**src/rtl/ptosda_arbiter.sv**
```systemverilog
// Round-robin arbiter and load/busy sequencer sharing one ptosda 4-bit serializer among N requesters.
// Optional watchdog abort is compiled in with `define ARB_TIMEOUT_EN.
module ptosda_arbiter #(
    parameter int N       = 4,
    parameter int TIMEOUT = 64,
    parameter int TW      = 8
) (
    input  logic             sclk,
    input  logic             rst,
    input  logic [N-1:0]     req,
    input  logic [4*N-1:0]   req_data,
    output logic [N-1:0]     gnt,
    output logic [N-1:0]     done,
    output logic [3:0]       ser_data,
    output logic             ser_load,
    input  logic             ser_busy,
    output logic             err
);

    localparam int PW = (N > 1) ? $clog2(N) : 1;

    typedef enum logic [1:0] {
        IDLE      = 2'd0,
        LOAD      = 2'd1,
        WAIT_BUSY = 2'd2,
        WAIT_DONE = 2'd3
    } state_t;

    state_t        state_r;
    logic [PW-1:0] ptr_r;
    logic [PW-1:0] win_r;
    logic [N-1:0]  gnt_r;
    logic [N-1:0]  done_r;
    logic [3:0]    ser_data_r;
    logic          ser_load_r;

    logic [PW-1:0] pick_s;
    logic [PW-1:0] cand_s;
    logic          found_s;
    logic          timeout_s;
    logic [3:0]    nib_s [N];

    function automatic logic [N-1:0] onehot(input logic [PW-1:0] idx);
        logic [N-1:0] v;
        v      = '0;
        v[idx] = 1'b1;
        return v;
    endfunction

    // Split the flat request bus into per-requester nibbles
    always_comb begin
        for (int i = 0; i < N; i++) begin
            nib_s[i] = req_data[4*i +: 4];
        end
    end

    // Round-robin search starting just after the last winner, wrapping modulo N
    always_comb begin
        pick_s  = '0;
        found_s = 1'b0;
        cand_s  = '0;
        for (int i = 1; i <= N; i++) begin
            cand_s = PW'((int'(ptr_r) + i) % N);
            if (!found_s && req[cand_s]) begin
                found_s = 1'b1;
                pick_s  = cand_s;
            end else begin
                found_s = found_s;
            end
        end
    end

`ifdef ARB_TIMEOUT_EN
    logic [TW-1:0] cnt_r;
    logic          err_r;

    assign timeout_s = ((state_r == WAIT_BUSY) || (state_r == WAIT_DONE)) &&
                       (cnt_r == TW'(TIMEOUT - 1));

    // Watchdog: counts cycles spent waiting on the serializer, flags one-cycle abort
    always_ff @(posedge sclk or posedge rst) begin
        if (rst) begin
            cnt_r <= '0;
            err_r <= 1'b0;
        end else begin
            err_r <= timeout_s;
            if (state_r == LOAD) begin
                cnt_r <= '0;
            end else if ((state_r == WAIT_BUSY) || (state_r == WAIT_DONE)) begin
                cnt_r <= cnt_r + 1'b1;
            end else begin
                cnt_r <= cnt_r;
            end
        end
    end

    assign err = err_r;
`else
    logic unused_cfg_s;

    assign timeout_s    = 1'b0;
    assign unused_cfg_s = (TIMEOUT < (1 << TW)) ? 1'b0 : 1'b1;
    assign err          = 1'b0;
`endif

    // Sequencer: grant and capture in IDLE, strobe load, follow busy to completion
    always_ff @(posedge sclk or posedge rst) begin
        if (rst) begin
            state_r    <= IDLE;
            ptr_r      <= PW'(N - 1);
            win_r      <= '0;
            gnt_r      <= '0;
            done_r     <= '0;
            ser_data_r <= 4'h0;
            ser_load_r <= 1'b0;
        end else begin
            done_r     <= '0;
            ser_load_r <= 1'b0;
            case (state_r)
                IDLE: begin
                    if (found_s) begin
                        win_r      <= pick_s;
                        gnt_r      <= onehot(pick_s);
                        ser_data_r <= nib_s[pick_s];
                        state_r    <= LOAD;
                    end else begin
                        state_r    <= IDLE;
                    end
                end
                LOAD: begin
                    ser_load_r <= 1'b1;
                    state_r    <= WAIT_BUSY;
                end
                WAIT_BUSY: begin
                    // Abort takes priority over a busy edge arriving on the same cycle
                    if (timeout_s) begin
                        gnt_r   <= '0;
                        ptr_r   <= win_r;
                        state_r <= IDLE;
                    end else if (ser_busy) begin
                        state_r <= WAIT_DONE;
                    end else begin
                        state_r <= WAIT_BUSY;
                    end
                end
                WAIT_DONE: begin
                    if (timeout_s) begin
                        gnt_r   <= '0;
                        ptr_r   <= win_r;
                        state_r <= IDLE;
                    end else if (!ser_busy) begin
                        done_r  <= gnt_r;
                        gnt_r   <= '0;
                        ptr_r   <= win_r;
                        state_r <= IDLE;
                    end else begin
                        state_r <= WAIT_DONE;
                    end
                end
                default: begin
                    gnt_r   <= '0;
                    state_r <= IDLE;
                end
            endcase
        end
    end

    assign gnt      = gnt_r;
    assign done     = done_r;
    assign ser_data = ser_data_r;
    assign ser_load = ser_load_r;

endmodule

```
**config.mk**
```make
export PLATFORM = sky130hd
export DESIGN_NAME = ptosda_arbiter
export DESIGN_NICKNAME = d
export VERILOG_FILES = /design/src/rtl/ptosda_arbiter.sv
export SDC_FILE = /design/constraint.sdc
export NUM_CORES = 1
export LEC_CHECK = 0
export ABC_CLOCK_PERIOD_IN_PS = 4900
export CORE_UTILIZATION = 48
export CTS_BUF_LIST = sky130_fd_sc_hd__clkbuf_8
export DETAILED_ROUTE_END_ITERATION = 12
export HOLD_SLACK_MARGIN = 0.03
export PLACE_DENSITY = 0.87
export REMOVE_ABC_BUFFERS = 1
export SKIP_LAST_GASP = 1
export SYNTH_ARGS = -nofsm -noshare
export SYNTH_HDL_FRONTEND = slang
export SYNTH_SLANG_ARGS = --single-unit
export TNS_END_PERCENT = 20
```
**constraint.sdc**
```tcl
create_clock -name sclk -period 4.9 [get_ports sclk]
set_clock_uncertainty 0.2 [all_clocks]
set_input_delay 0.49 -clock sclk [delete_from_list [all_inputs] [get_ports sclk]]
set_output_delay 0.49 -clock sclk [all_outputs]
set_load 0.01 [all_outputs]
```
==> results.tsv, run 1 <==
metric	value	unit
CP most frequent cell	mux2i_1	
largest net degree at the start of global routing	20	
Routed WL	1.87	mm
Mapped Cells	88	
worst setup margin	2.24	ns
Lkg Pwr	0.605	nW
FILL cells	123	
PostCTS Resize Cnt	0	
vias in the first global route	745	
antenna-violating nets left	0	
nets	146	
Placement Cell Area	0.00128	mm²
Synth Cell Area	942	µm²
DRC violations left	0	
Crit Path Class	in -> reg	
post-CTS setup buffer count	0	
Worst-Margin Slew	1.01	ns
total gr overflow	0	
worst-path fanout max	10	
core footprint	0.00178	mm²
CP delay by family, top	compound AO/OA/AOI/OAI gates	
Max Fclk	375	MHz
first-pass GRT wire length	3.16	mm
fin area	0.00133	mm²
setup TNS	0	ns
Startpoint Class	primary input	
sequential area share after synthesis	50.7	%
Distinct cells, synth	28	
Storage cell area	478	µm²
reg-to-reg setup timing slack	2.56	ns
Port Buf Inserts	35	
crit path time final	2.66	ns
CTS tree	built	
detailed placer's ending HPWL	1.42	mm
Die W	46.3	µm
total of max-cap violations	0	
clk buf depth	2	
Clk Tree Root Cell	clkbuf_8	
drt via density	5.12	
worst hold path class	reg -> reg	
FP Rows	15	
CP Capture Type	flop	
via count	752	
Num CTS Buffers	3	
top-level port count	37	
routed length per placed instance	12.7	µm
maximum vdd drop	0.351	mV
multi-input logic area	410	µm²
crit path buf inv count	1	
yosys warns	0	
RePlAce Congestion	0.715	
outcome	finished clean	
Sink Count	19	
pre-CTS WS	1.95	ns
RSZ-0062 raised after global routing	no	
flops & latches, synth	19	
DR iter-0 viols	20	
Area Overhead vs Synth	41.2	%
slowest CP cell	a211oi_2	
Reg clk slew, reported paths	0.07	ns
initial antenna violation count	0	
drt first pass iters	5	
Finish-stage setup viols	0	
PD cells	498	mW/mm²
Worst-Skew Late Latency	0.25	ns
layout cells sized above 1	10.7	%
hold buffer count at CTS	0	
Initial Util	52.8	%
gr usage total	21.0	%
Die Area	0.00214	mm²
mean post-synth cell area	10.7	µm²
Antenna diodes	0	
Slew Limit Fails	0	
Critical Path RT	4.84	ns
final-report hold violation count	0	
fin crit share	54.4	%
crit-path max cell delay	0.77	ns
worst rel slew slack	32.8	%
critical-path cell list	clkdlybuf4s50_1 -> o21a_1 -> a211oi_2 -> mux2i_1 -> mux2i_1 -> mux2_2	
CTS H-tree lvls	1	
WP data arrival	2.60	ns
Die Span Y	46.3	µm
## layout make-up
class                           instances  share of cell area (%)
Sequential cell                        19                    35.9
Timing Repair Buffer                   35                    26.3
Clock buffer                            3                    3.10
Multi-Input combinational cell         60                    30.9
Inverter                                4                    1.13
Tap cell                               25                    2.35
Clock inverter                          1                   0.282
## path summary, 6_finish.rpt
check,start,endpoint,depth (start not counted)
max,req[1],ser_data[0],6
min,state_r[1],ser_load,1
max reg2reg,ptr_r[1],ser_data[0],5
min reg2reg,state_r[1],ser_load,1
max in group asynchronous,rst,win_r[0],2
min in group asynchronous,rst,gnt[0],2
## through the flow
step                      power (mW)  utilization (%)  cells  hold slack [ns]
final                          0.662             74.6    147            0.279
after global routing           0.706             74.6    147            0.307
after CTS                      0.667             74.6    147            0.280
after detailed placement       0.560             72.1    143            0.271
after global placement         0.548             72.1    143            0.255
after floorplan                0.433                -     83            0.240
## logic make-up (layout without fill, tap and decap cells)
| group | count (synthesis) | count (layout) | synth area share (%) |
|---|---|---|---|
| AOI/OAI and AO/OA | 14 | 14 | 9.96 |
| and+or+nand+nor | 29 | 29 | 15.7 |
| DFF | 19 | 19 | 50.7 |
| muxes | 16 | 16 | 17.5 |
| buffers and inverters | 9 | 43 | 5.71 |
| other | 1 | 1 | 0.398 |
## cell usage after synthesis
cell,n,share of area [%]
dfrtp_1,17,45
mux2i_1,12,13
nand2_1,10,4.0
nor2_1,7,2.8
and2_1,4,2.7
inv_1,4,1.6
mux2_2,4,4.8
o22ai_1,4,2.7
o21ai_0,3,1.6
a21oi_1,2,1.1
buf_6,2,2.4
dfstp_2,2,5.6
nand2b_1,2,1.3
a211o_1,1,0.93
a211oi_2,1,1.3
a21boi_1,1,0.80
a21o_1,1,0.80
buf_2,1,0.53
buf_4,1,0.80
clkbuf_1,1,0.40
conb_1,1,0.40
nand2b_2,1,0.93
nor2b_1,1,0.66
nor3_1,1,0.53
nor3b_2,1,1.3
o21a_1,1,0.80
or2_2,1,0.66
or2b_1,1,0.80
## worst reg2reg max path, cell delays in order (launching register included)
cell and delay [ns]:
dfstp_2 0.58, nor3b_2 0.06, a211oi_2 0.75, mux2i_1 0.28, mux2i_1 0.09, mux2_2 0.27
## registers in the layout, summed over array words and instances (netlist names)
signal	cells
done	4
gnt	4
ser_data	4
ptr_r	2
state_r	2
win_r	2
ser_load	1
## cell usage in the layout (no fill, tap or decap), types with 2 or more instances in the layout
cell and n:
a21oi_1 2, and2_1 4, clkbuf_8 3, clkdlybuf4s50_1 35, dfrtp_1 17, dfstp_2 2
inv_1 5, mux2_2 4, mux2i_1 12, nand2_1 10, nand2b_1 2, nor2_1 7
o21ai_0 3, o22ai_1 4
## per-layer routing
| layer | track usage [%] | part of all wire (%) |
|---|---|---|
| met2 | 36.9 | 50 |
| met4 | 3.53 | 0.21 |
| met5 | 0 | 0 |
| met1 | 24.6 | 42 |
| met3 | 7.06 | 7.2 |
## where the power goes
| group | switching, mW | internal, mW | total, mW |
|---|---|---|---|
| registers | 0.0392 | 0.222 | 0.261 |
| clock network | 0.0493 | 0.0556 | 0.105 |
| logic | 0.131 | 0.164 | 0.296 |
| total | 0.220 | 0.442 | 0.662 |
No activity file was read; power rests on OpenSTA's default activity.
==> inputs of run 2 (changes only) <==
Settings changed: ABC_CLOCK_PERIOD_IN_PS 4900 to 2340, CORE_UTILIZATION 48 to 40, PLACE_DENSITY 0.87 to 0.77.
Clock period 4.9 ns to 2.34 ns, I/O delays scaled along.
==> run 2 against run 1 <==
  * Combinational power rose by 110%
  * Flip-flop and latch count stayed put
  * Global-route usage shrank 4.5 points
  * Sequential power is 110% higher
  * Design area grew 1.5%
  * Cell count up 3.4%
  * First-iteration DRC count shrank 60%
  * Wire length down 2.9%
  * Register-to-register slack lost 2.2 ns
  * Setup slack got worse by 1.9 ns
  * Core utilization down 14 points
  * Via count decreased by 0.66%
  * Largest power group unchanged
  * Highest routed layer unchanged
==> results.tsv, run 2 (synthesis results as in run 1) <==
metric	value	unit
Critical Path RT	2.28	ns
crit path time final	1.99	ns
detailed placer's ending HPWL	1.39	mm
fin util	61.0	%
Num CTS Buffers	3	
top-level port count	37	
first-pass GRT wire length	3.04	mm
WP data arrival	1.93	ns
antenna-violating nets left	0	
setup TNS	0	ns
core footprint	0.00221	mm²
Worst-Skew Late Latency	0.25	ns
CP Capture Type	flop	
RSZ-0062 raised after global routing	no	
PostCTS Resize Cnt	0	
drt first pass iters	3	
Area Overhead vs Synth	43.3	%
worst-path fanout max	10	
Die W	50.5	µm
initial antenna violation count	0	
Finish-stage setup viols	0	
Startpoint Class	primary input	
Antenna diodes	0	
post-CTS setup buffer count	0	
total of max-cap violations	0	
vias in the first global route	725	
Die Span Y	50.5	µm
worst hold path class	in -> async	
total gr overflow	0	
Initial Util	42.6	%
CTS tree	built	
Die Area	0.00255	mm²
Clk Tree Root Cell	clkbuf_8	
layout cells sized above 1	12.9	%
Lkg Pwr	0.613	nW
outcome	finished clean	
via count	747	
final-report hold violation count	0	
RePlAce Congestion	0.697	
Crit Path Class	in -> reg	
DR iter-0 viols	8	
largest net degree at the start of global routing	20	
Worst-Margin Slew	0.694	ns
Max Fclk	504	MHz
Reg clk slew, reported paths	0.07	ns
Port Buf Inserts	35	
Routed WL	1.82	mm
DRC violations left	0	
Slew Limit Fails	0	
gr usage total	16.5	%
FP Rows	17	
critical path startpoint	req[1]	
routed length per placed instance	12.0	µm
worst rel slew slack	53.7	%
CTS H-tree lvls	1	
commonest non-fill, non-tap cell in the layout	clkdlybuf4s50_1	
clk buf depth	2	
most frequent cells in the layout	clkdlybuf4s50_1, dfrtp_1, mux2i_1	
fin crit share	84.8	%
Sink Count	19	
maximum vdd drop	0.651	mV
Critical R2R Launch	ptr_r[0]	
hold buffer count at CTS	0	
drt via density	4.91	
nets	148	
PD cells	1040	mW/mm²
==> run 2: cell count changes in the layout (fill, tap and decap cells not counted) <==
cell      delta
clkinv_2     +1
inv_1        -1
buf_4        +2
==> run 2: path summary, 6_finish.rpt <==
check | endpoint | slack, ns | cells past startpoint
max | ser_data[2] | 0.35 | 7
min | win_r[0] | 0.19 | 2
max reg2reg | ser_data[2] | 0.38 | 5
min reg2reg | ser_load | 0.28 | 1
max in group asynchronous | ser_data[1] | 1.31 | 2
min in group sclk | ser_load | 0.28 | 1
==> run 2: cell type report <==
| class | count | area, µm² |
|---|---|---|
| fill | 197 | 862 |
| sequential | 19 | 478 |
| multi-input combinational | 60 | 410 |
| timing repair buffer | 37 | 365 |
| clock buffer | 3 | 41.3 |
| tap | 28 | 35.0 |
| inverter | 4 | 15.0 |
| clock inverter | 1 | 5.00 |
==> run 2: worst max-delay path, stage by stage <==
cell and delay [ns]:
clkdlybuf4s50_1 0.48, o21a_1 0.22, a211oi_2 0.20, buf_4 0.22
mux2i_1 0.21, mux2i_1 0.10, mux2_2 0.27
==> run 2: through the flow <==
| stage | std cells | instance area, µm² | total power, mW | worst slack, ns | hold slack (ns) |
|---|---|---|---|---|---|
| 2_1_floorplan | 83 | 903 | 0.907 | 0.215 | -0.0164 |
| 3_3_place_gp | 148 | 1300 | 1.17 | 0.160 | 0.253 |
| 3_5_place_dp | 148 | 1300 | 1.19 | 0.0698 | 0.276 |
| 4_1_cts | 152 | 1350 | 1.42 | 0.351 | 0.211 |
| 5_1_grt | 152 | 1350 | 1.50 | 0.297 | 0.242 |
| 6_report | 152 | 1350 | 1.40 | 0.355 | 0.191 |
==> run 2: routing by layer <==
layer | GRT usage, % | routed length (µm)
met2 | 30.0 | 935
met4 | 4.17 | 9
met3 | 6.97 | 130
met5 | 0 | 0
met1 | 17.3 | 744
==> run 2: power breakdown <==
part,internal (mW),switching (mW),total [mW]
combinational,0.358,0.274,0.632
clock,0.118,0.105,0.223
sequential,0.465,0.0808,0.546
